## src/rtl/clk_div_pkg.sv

```systemverilog
// Shared constants and helpers for the clk_div_bank multi-channel clock divider.
package clk_div_pkg;

  localparam int NUM_CH_DEF       = 4;
  localparam int CNT_W_DEF        = 32;
  localparam int DEFAULT_DIV_DEF  = 2;
  localparam int DEFAULT_HIGH_DEF = 1;

  // Channel-select width; a single channel still needs one select bit.
  function automatic int ch_w(input int n);
    return (n <= 1) ? 1 : $clog2(n);
  endfunction

endpackage

```

## src/rtl/clk_div_bank_if.sv

```systemverilog
// Register-style write port used to reprogram the divider channels.
interface clk_div_bank_if
  import clk_div_pkg::*;
#(
  parameter int NUM_CH = NUM_CH_DEF,
  parameter int CNT_W  = CNT_W_DEF
);

  localparam int CH_W = ch_w(NUM_CH);

  logic             wr_en;
  logic [CH_W-1:0]  wr_ch;
  logic [CNT_W-1:0] wr_div;
  logic [CNT_W-1:0] wr_high;

  modport master (output wr_en, output wr_ch, output wr_div, output wr_high);
  modport slave  (input  wr_en, input  wr_ch, input  wr_div, input  wr_high);

endinterface

```

## src/rtl/clk_div_chan.sv

```systemverilog
// One divider channel: shadow and active period/high-time, counter, registered outputs.
// The sync input exists only when CLKDIV_SYNC_EN is defined.
module clk_div_chan
  import clk_div_pkg::*;
#(
  parameter int CNT_W        = CNT_W_DEF,
  parameter int DEFAULT_DIV  = DEFAULT_DIV_DEF,
  parameter int DEFAULT_HIGH = DEFAULT_HIGH_DEF
) (
  input  logic             CLK,
  input  logic             RST_N,
  input  logic             wr_en,
  input  logic [CNT_W-1:0] wr_div,
  input  logic [CNT_W-1:0] wr_high,
`ifdef CLKDIV_SYNC_EN
  input  logic             sync,
`endif
  output logic             clk_out,
  output logic             tick
);

  localparam logic [CNT_W-1:0] RST_DIV  = CNT_W'(DEFAULT_DIV);
  localparam logic [CNT_W-1:0] RST_HIGH = CNT_W'(DEFAULT_HIGH);
  localparam logic [CNT_W-1:0] RST_CNT  = (DEFAULT_DIV == 0) ? '0 : CNT_W'(DEFAULT_DIV - 1);

  logic [CNT_W-1:0] sdiv_q, sdiv_d, shigh_q, shigh_d;
  logic [CNT_W-1:0] adiv_q, adiv_d, ahigh_q, ahigh_d;
  logic [CNT_W-1:0] cnt_q, cnt_d;
  logic             clk_out_q, clk_out_d, tick_q, tick_d;
  logic             boundary;

  // A stopped channel re-examines its shadow every edge, so a restart is a wrap.
  always_comb begin
    boundary = (adiv_q == '0) || (cnt_q == adiv_q - CNT_W'(1));
`ifdef CLKDIV_SYNC_EN
    boundary = boundary || sync;
`endif
    adiv_d  = adiv_q;
    ahigh_d = ahigh_q;
    cnt_d   = cnt_q + CNT_W'(1);
    tick_d  = 1'b0;
    if (boundary) begin
      adiv_d  = sdiv_q;
      ahigh_d = shigh_q;
      cnt_d   = '0;
      tick_d  = (sdiv_q != '0);
    end
    sdiv_d    = wr_en ? wr_div  : sdiv_q;
    shigh_d   = wr_en ? wr_high : shigh_q;
    clk_out_d = (adiv_d != '0) && (cnt_d < ahigh_d);
  end

  always_ff @(posedge CLK) begin
    if (!RST_N) begin
      sdiv_q    <= RST_DIV;
      shigh_q   <= RST_HIGH;
      adiv_q    <= RST_DIV;
      ahigh_q   <= RST_HIGH;
      cnt_q     <= RST_CNT;
      clk_out_q <= 1'b0;
      tick_q    <= 1'b0;
    end else begin
      sdiv_q    <= sdiv_d;
      shigh_q   <= shigh_d;
      adiv_q    <= adiv_d;
      ahigh_q   <= ahigh_d;
      cnt_q     <= cnt_d;
      clk_out_q <= clk_out_d;
      tick_q    <= tick_d;
    end
  end

  assign clk_out = clk_out_q;
  assign tick    = tick_q;

endmodule

```

## src/rtl/clk_div_bank.sv

```systemverilog
// Bank of NUM_CH programmable clock dividers sharing one write port.
// Define CLKDIV_SYNC_EN to add the sync input that phase-aligns all channels.
module clk_div_bank
  import clk_div_pkg::*;
#(
  parameter int NUM_CH       = NUM_CH_DEF,
  parameter int CNT_W        = CNT_W_DEF,
  parameter int DEFAULT_DIV  = DEFAULT_DIV_DEF,
  parameter int DEFAULT_HIGH = DEFAULT_HIGH_DEF
) (
  input  logic              CLK,
  input  logic              RST_N,
  clk_div_bank_if.slave     wr,
`ifdef CLKDIV_SYNC_EN
  input  logic              sync,
`endif
  output logic [NUM_CH-1:0] clk_out,
  output logic [NUM_CH-1:0] tick
);

  logic [NUM_CH-1:0] ch_wr_en;

  // Out-of-range channel numbers match no index and are dropped here.
  always_comb begin
    ch_wr_en = '0;
    for (int i = 0; i < NUM_CH; i++) begin
      ch_wr_en[i] = wr.wr_en && (32'(wr.wr_ch) == i);
    end
  end

  for (genvar g = 0; g < NUM_CH; g++) begin : g_chan
    clk_div_chan #(
      .CNT_W        (CNT_W),
      .DEFAULT_DIV  (DEFAULT_DIV),
      .DEFAULT_HIGH (DEFAULT_HIGH)
    ) u_chan (
      .CLK     (CLK),
      .RST_N   (RST_N),
      .wr_en   (ch_wr_en[g]),
      .wr_div  (wr.wr_div),
      .wr_high (wr.wr_high),
`ifdef CLKDIV_SYNC_EN
      .sync    (sync),
`endif
      .clk_out (clk_out[g]),
      .tick    (tick[g])
    );
  end

endmodule
```

## src/flat_wrapper.sv

```systemverilog
// flat-port wrapper written by rule: the top's interface ports become plain ports
module clk_div_bank_flat import clk_div_pkg::*;
#(
  parameter int NUM_CH       = NUM_CH_DEF,
  parameter int CNT_W        = CNT_W_DEF,
  parameter int DEFAULT_DIV  = DEFAULT_DIV_DEF,
  parameter int DEFAULT_HIGH = DEFAULT_HIGH_DEF
)
  (CLK, RST_N, clk_out, tick, wr_wr_en, wr_wr_ch, wr_wr_div, wr_wr_high);
  clk_div_bank_if #(.NUM_CH(NUM_CH), .CNT_W(CNT_W)) wr_i ();
  input  logic CLK;
  input  logic RST_N;
  output logic [NUM_CH-1:0] clk_out;
  output logic [NUM_CH-1:0] tick;
  input wire logic [$bits(wr_i.wr_en)-1:0] wr_wr_en;
  input wire logic [$bits(wr_i.wr_ch)-1:0] wr_wr_ch;
  input wire logic [$bits(wr_i.wr_div)-1:0] wr_wr_div;
  input wire logic [$bits(wr_i.wr_high)-1:0] wr_wr_high;
  assign wr_i.wr_en = wr_wr_en;
  assign wr_i.wr_ch = wr_wr_ch;
  assign wr_i.wr_div = wr_wr_div;
  assign wr_i.wr_high = wr_wr_high;
  clk_div_bank #(.NUM_CH(NUM_CH), .CNT_W(CNT_W), .DEFAULT_DIV(DEFAULT_DIV), .DEFAULT_HIGH(DEFAULT_HIGH)) u_core (.CLK(CLK), .RST_N(RST_N), .wr(wr_i), .clk_out(clk_out), .tick(tick));
endmodule
```

## config.mk

```make
export PLATFORM = sky130hd
export DESIGN_NAME = clk_div_bank_flat
export DESIGN_NICKNAME = d
export VERILOG_FILES = /design/src/rtl/clk_div_pkg.sv /design/src/rtl/clk_div_bank_if.sv /design/src/rtl/clk_div_chan.sv /design/src/rtl/clk_div_bank.sv /design/src/flat_wrapper.sv
export SDC_FILE = /design/constraint.sdc
export NUM_CORES = 2
export LEC_CHECK = 0
export CAP_MARGIN = 20
export CORE_MARGIN = 8
export CORE_UTILIZATION = 35
export DETAILED_ROUTE_END_ITERATION = 16
export GPL_TIMING_DRIVEN = 0
export PLACE_DENSITY = 0.51
export SYNTH_ARGS = -nofsm -noshare
export SYNTH_HDL_FRONTEND = slang
export SYNTH_SLANG_ARGS = --single-unit
```

## constraint.sdc

```tcl
create_clock -name CLK -period 7 [get_ports CLK]
set_input_delay 2.1 -clock CLK [delete_from_list [all_inputs] [get_ports CLK]]
set_output_delay 2.1 -clock CLK [all_outputs]
set_load 0.1 [all_outputs]
```

### Yosys cells after proc, flatten, opt, wreduce, memory -nomap -nowiden

Index checks and enable logic that the tools add are counted.
W data, S select, Z words.

| operators by class | value |
|---|---|
| multiplexer cells | 12 |
| add/sub/neg operators | 8 |
| reductions and logical operators | 29 |
| equal/unequal tests | 7 |
| magnitude comparators | 4 |

Operators by type and width:

| operator | number |
|---|---|
| $mux W32 | 12 |
| $reduce_bool A32 Y1 | 8 |
| $add A32 B1 Y32 const B | 4 |
| $eq A32 B32 Y1 | 4 |
| $logic_not A32 Y1 | 4 |
| $lt A32 B32 Y1 | 4 |
| $sub A32 B1 Y32 const B | 4 |
| $logic_and A1 B1 Y1 | 8 |
| $reduce_and A2 Y1 | 4 |
| $eq A2 B2 Y1 const B | 2 |
| $logic_or A1 B1 Y1 | 4 |
| $eq A2 B1 Y1 const B | 1 |
| $logic_not A2 Y1 | 1 |

| storage, ports and cells | value |
|---|---|
| input port bits | 69 |
| output and inout port bits | 8 |
| register bits after elaboration | 648 |

### Longest topological paths before layout

| depth | value |
|---|---|
| depth after elaboration | 6 |
| gate-level depth with buffers | 25 |
| mapped depth without buffers | 22 |

### Cells and area by module

Synthesis repeated with hierarchy kept, for this count alone.

| unflattened totals | value |
|---|---|
| cell total of the unflattened synthesis | 3,737 |
| area total of the unflattened synthesis | 33,961.3 µm² |

By module, submodules not included:

| module | area an instance (µm²) | cells an instance | times used |
|---|---|---|---|
| clk_div_chan (u_core.g_chan[1].u_chan ...) | 8,330.5 | 929 | 2 |
| clk_div_chan (u_core.g_chan[0].u_chan) | 8,645.8 | 910 | 1 |
| clk_div_chan (u_core.g_chan[3].u_chan) | 8,617.0 | 965 | 1 |
| clk_div_bank | 37.5 | 4 | 1 |

### Worst setup path before layout

OpenSTA, ideal clock, no wires.

| timing path | value |
|---|---|
| path type | register to register |
| start | register u_core.g_chan[0].u_chan.adiv_q[12] |
| end | register u_core.g_chan[0].u_chan.clk_out_q |
| required time | 6.926 ns |
| path buffers | 5 |
| setup time | 0.074 ns |
| data arrival time | 5.023 ns |
| slack | 1.903 ns |
| stages on the path, launching flop included | 25 |
| cell sequence | dfxtp_1 buf_2 or4_1 or4_1 buf_2 a22o_1 a2111oi_4 nand4_1 or4b_1 o31ai_2 buf_6 buf_4 buf_4 nor2_1 ha_1 a21o_1 a21o_1 a21o_1 a21o_1 a21oi_1 nor2_1 o21ai_0 nor3b_1 nand3_1 a31oi_1 |

| on the way | value |
|---|---|
| word-level cells in the longest chain between the ends | 6 |
| elaborated cells between the ends (all ways) | 10 |

Ends and longest elaborated chain:

| item | RTL line | RTL |
|---|---|---|
| start, declared | clk_div_chan.sv:27 | `logic [CNT_W-1:0] adiv_q, adiv_d, ahigh_q, ahigh_d;` |
| start signal, assigned | clk_div_chan.sv:65 | `adiv_q <= adiv_d;` |
| $sub A32 B1 Y32 | clk_div_chan.sv:34 | `boundary = (adiv_q == '0) \|\| (cnt_q == adiv_q - CNT_W'(1));` |
| $eq A32 B32 Y1 | clk_div_chan.sv:34 |  |
| $logic_or A1 B1 Y1 * | clk_div_chan.sv:34 |  |
| $mux W32 * | clk_div_chan.sv:42 | `if (boundary) begin` |
| net u_core.g_chan[0].u_chan.cnt_d[17] | clk_div_chan.sv:28 | `logic [CNT_W-1:0] cnt_q, cnt_d;` |
| $lt A32 B32 Y1 * | clk_div_chan.sv:50 | `clk_out_d = (adiv_d != '0) && (cnt_d < ahigh_d);` |
| $logic_and A1 B1 Y1 * | clk_div_chan.sv:50 |  |
| end signal, assigned | clk_div_chan.sv:68 | `clk_out_q <= clk_out_d;` |
| end, declared | clk_div_chan.sv:29 | `logic clk_out_q, clk_out_d, tick_q, tick_d;` |

The timed path passes the listed nets; every way through them passes the cells marked *.
A chain may end at the register's enable or synchronous reset.

### Worst setup path after layout

| timing path | value |
|---|---|
| start | register u_core.g_chan[3].u_chan.adiv_q[2] |
| end | register u_core.g_chan[3].u_chan.clk_out_q |

| on the way | value |
|---|---|
| word-level cells in the longest chain between the ends | 6 |
| elaborated cells between the ends (all ways) | 10 |

Ends and longest elaborated chain:

| item | RTL line |
|---|---|
| start, declared | clk_div_chan.sv:27 |
| start signal, assigned | clk_div_chan.sv:65 |
| $sub A32 B1 Y32 | clk_div_chan.sv:34 |
| $eq A32 B32 Y1 | clk_div_chan.sv:34 |
| $logic_or A1 B1 Y1 | clk_div_chan.sv:34 |
| $mux W32 | clk_div_chan.sv:42 |
| $lt A32 B32 Y1 / $reduce_bool A32 Y1 (equally long branches) | clk_div_chan.sv:50 |
| $logic_and A1 B1 Y1 * | clk_div_chan.sv:50 |
| end signal, assigned | clk_div_chan.sv:68 |
| end, declared | clk_div_chan.sv:29 |

Mark *: on every way between the ends. The rest lies on a longest branch, timed or not.

==> results.cfg <==
[outcome]
status = finished clean

[synth]
syn_area_per_cell_um2 = 8.08
async_flop_share_pct = 0
ys_ff_latch = 648
synthFlopType = dfxtp_1
synth_common_cells = nand2_1, dfxtp_1, nor2_1
synth_top_cell_area_share_pct = 40.6
yosysTopAreaCell = dfxtp_1
synth.net_count = 4153
ys_seq_area_share_pct = 40.6
synth_edf_count = 0
synthCells = 3952
synth.area.top_cells = dfxtp_1, nand2_1, mux2i_1
synth_warnings = 0
synth.most_common_cell = nand2_1
synth_area_um2 = 31900
synth_cell_type_count = 82

[cts]
clk_root_buffer_cell = clkbuf_16
hold_buffers = 0
cts_buffers = 73
cts_setup_buffers = 0
tritoncts = yes
clk_pin_slew_ps = 60
ctsLongestPathBuffers = 3
clock_latency_ps = 630
htreeDepth = 3
clock_sinks = 648

[run]
cap_violations = 0

[setup_path]
worstSetupPathType = flip-flop to flip-flop
worstPathBufferInverterCount = 3
slowest_delay_ps = 630
cpLargestDelayFamily = simple AND/OR/NAND/NOR gates
cp.required_ps = 7520
crit_fanout = 10
endpoint_kind = flip-flop
arrival_ps = 7070
path_cells = nor4_4 -> nand3_1 -> clkbuf_1 -> nor4_1 -> xor2_1 -> nor4_1 -> o211ai_1 -> nor4_1 -> a21o_1 -> buf_2 -> buf_2 -> mux2i_1 -> ha_1 -> and3_1 -> a221o_1 -> a21oi_1 -> a2111oi_1 -> a2111oi_1 -> o21ai_0 -> a21o_1 -> a31oi_1
cp_slowest_cell = a2111oi_1
cpMostUsedCell = nor4_1
startpoint_type = flip-flop

[grt]
grt_use_met1_pct = 29.5
met2_usage_pct = 32.4
use_met3_pct = 4.19
grt_max_degree = 14
grt-busiest-layer = met2
grt_pass1_vias = 26700
grt_usage_pct = 21.1
grt_antenna_before_repair = 7
grt_overflow = 0
grt_pass1_wl_um = 165000

[placement]
dp_hpwl_um = 83900
place_congestion = 0.891
io_buffers = 74

[floorplan]
die_x_um = 318
design.core.area_um2 = 90300
die-height_um = 318
fp-row-count = 110
initial_core_util_pct = 35.4
io_pins = 77
dieArea_um2 = 101000

[detailed_routing]
drt_first_iter_violations = 2136
drcViolationCount = 0
vias = 28100
wirelength_um = 111000
ant_nets = 0
wl_per_cell_um = 20.8
post_drt_via_cell_ratio = 5.27
dr.pass1.iters = 6

[sta]
fin_crit_sh_pct = 93.6
min_period_ps = 6550
drv_slew = 0
setup_viol = 0
finalClockSkew_ps = 28.1
slew_headroom_pct = 20.7
whs_ps = 456
fmax_mhz = 153
worst_pin_slew_ps = 1190
hold_viol_final = 0
setup_tns_ps = 0
rsz0062_at_grt = false

[pwr]
powerDensity_nw_per_um2 = 371
leakage_nw = 13.8
vdd_ir_drop_max_mv = 0.232
total_power_mw = 13.6

[layout]
fin_nets = 4304
layout-area-overhead-vs-synth_pct = 14.7
drive_gt1_share_pct = 4.81
fin_util_pct = 40.6

[min_path]
holdCritPathClass = flip-flop to flip-flop
==> final timing paths <==
kind,end,cells past startpoint,startpoint,slack (ps)
hold reg to reg,u_core.g_chan[3].u_chan.shigh_q[16],2,u_core.g_chan[3].u_chan.shigh_q[16],460
setup / recovery,u_core.g_chan[3].u_chan.clk_out,21,u_core.g_chan[3].u_chan.adiv_q[2],450
setup reg to reg,u_core.g_chan[3].u_chan.clk_out,21,u_core.g_chan[3].u_chan.adiv_q[2],450
hold / removal,u_core.g_chan[3].u_chan.shigh_q[16],2,u_core.g_chan[3].u_chan.shigh_q[16],460
==> stage by stage <==
step / setup WS (ps) / area (um2) / instances
floorplan: 1900 / 31900 / 3952
global placement: -44.4 / 34100 / 5202
detailed placement: 73.1 / 34200 / 5204
CTS: 7.08 / 36600 / 5332
global route: 30.6 / 36600 / 5332
finish: 446 / 36600 / 5338
==> cell type report <==
cell class / instances / area [um2]
diodes: 6 / 15.0
plain buffers: 244 / 1070
clock buffers: 102 / 2100
clock inverters: 26 / 309
fillers: 9370 / 53700
inverters: 39 / 146
multi-input cells: 3021 / 17800
flip-flops and latches: 648 / 13000
well taps: 1176 / 1470
repair buffers: 76 / 767
==> per-layer routing <==
| metal | routed length, um | up-vias | part of all wire [%] |
|---|---|---|---|
| met2 | 47300 | 783 | 43 |
| met5 | 0 | - | 0 |
| met1 | 52400 | 13300 | 47 |
| met4 | 3720 | 0 | 3.4 |
| met3 | 7620 | 176 | 6.9 |
| li1 | - | 13900 | - |
==> registers in the layout, summed over array words and instances, names as in the netlist <==
name and count:
u_core.g_chan.u_chan.clk_out 4, u_core.g_chan.u_chan.ahigh_q 128, u_core.g_chan.u_chan.shigh_q 128, u_core.g_chan.u_chan.cnt_q 128, u_core.g_chan.u_chan.sdiv_q 128, u_core.g_chan.u_chan.tick 4, u_core.g_chan.u_chan.adiv_q 128
==> cell families (layout without fill, tap and decap cells) <==
kind of cell	Yosys count	count (layout)	share of synthesized area, %
AO/OA/AOI/OAI	576	576	10.6
XOR/XNOR	275	275	7.54
adder cells (fa/ha/maj)	132	132	5.17
buffers and inverters	283	487	3.79
flip-flops	648	648	40.6
multiplexers	202	202	6.35
other	0	6	0
AND/OR/NAND/NOR	1836	1836	25.9
==> power breakdown <==
part	internal (mW)	switching [mW]	total (mW)
Combinational	2.07	3.58	5.65
Clock	2.25	1.62	3.88
Sequential	3.89	0.161	4.05
==> tightest hold or removal path, cell delays in order (launching register included) <==
cell and delay, ps:
dfxtp_1 300, nand2_1 50, a21oi_1 50
==> cell usage in the layout (no fill, tap or decap), types with 13 or more instances in the layout <==
cell	n
nor2b_1	17
nand3_1	104
o21ai_0	48
nor2_1	528
buf_4	20
dfxtp_1	648
a21o_1	31
nor4_1	83
and3_1	28
clkdlybuf4s50_1	74
nand4_1	75
a211oi_1	23
clkbuf_16	75
and4_1	19
inv_1	38
or2_2	13
o211ai_1	20
mux2i_1	198
ha_1	132
nand2_1	754
nand2b_1	13
or3_1	24
or4_1	28
xor2_1	133
xnor2_1	142
clkbuf_1	197
buf_2	25
nor3_1	84
a21oi_1	360
==> repair_timing <==
item                                    4_1_cts  5_1_grt
gates resized for setup                       0       13
hold endpoints to repair                      0        0
endpoints found under the setup margin        0        3
Power figures use the tool's default switching activity.
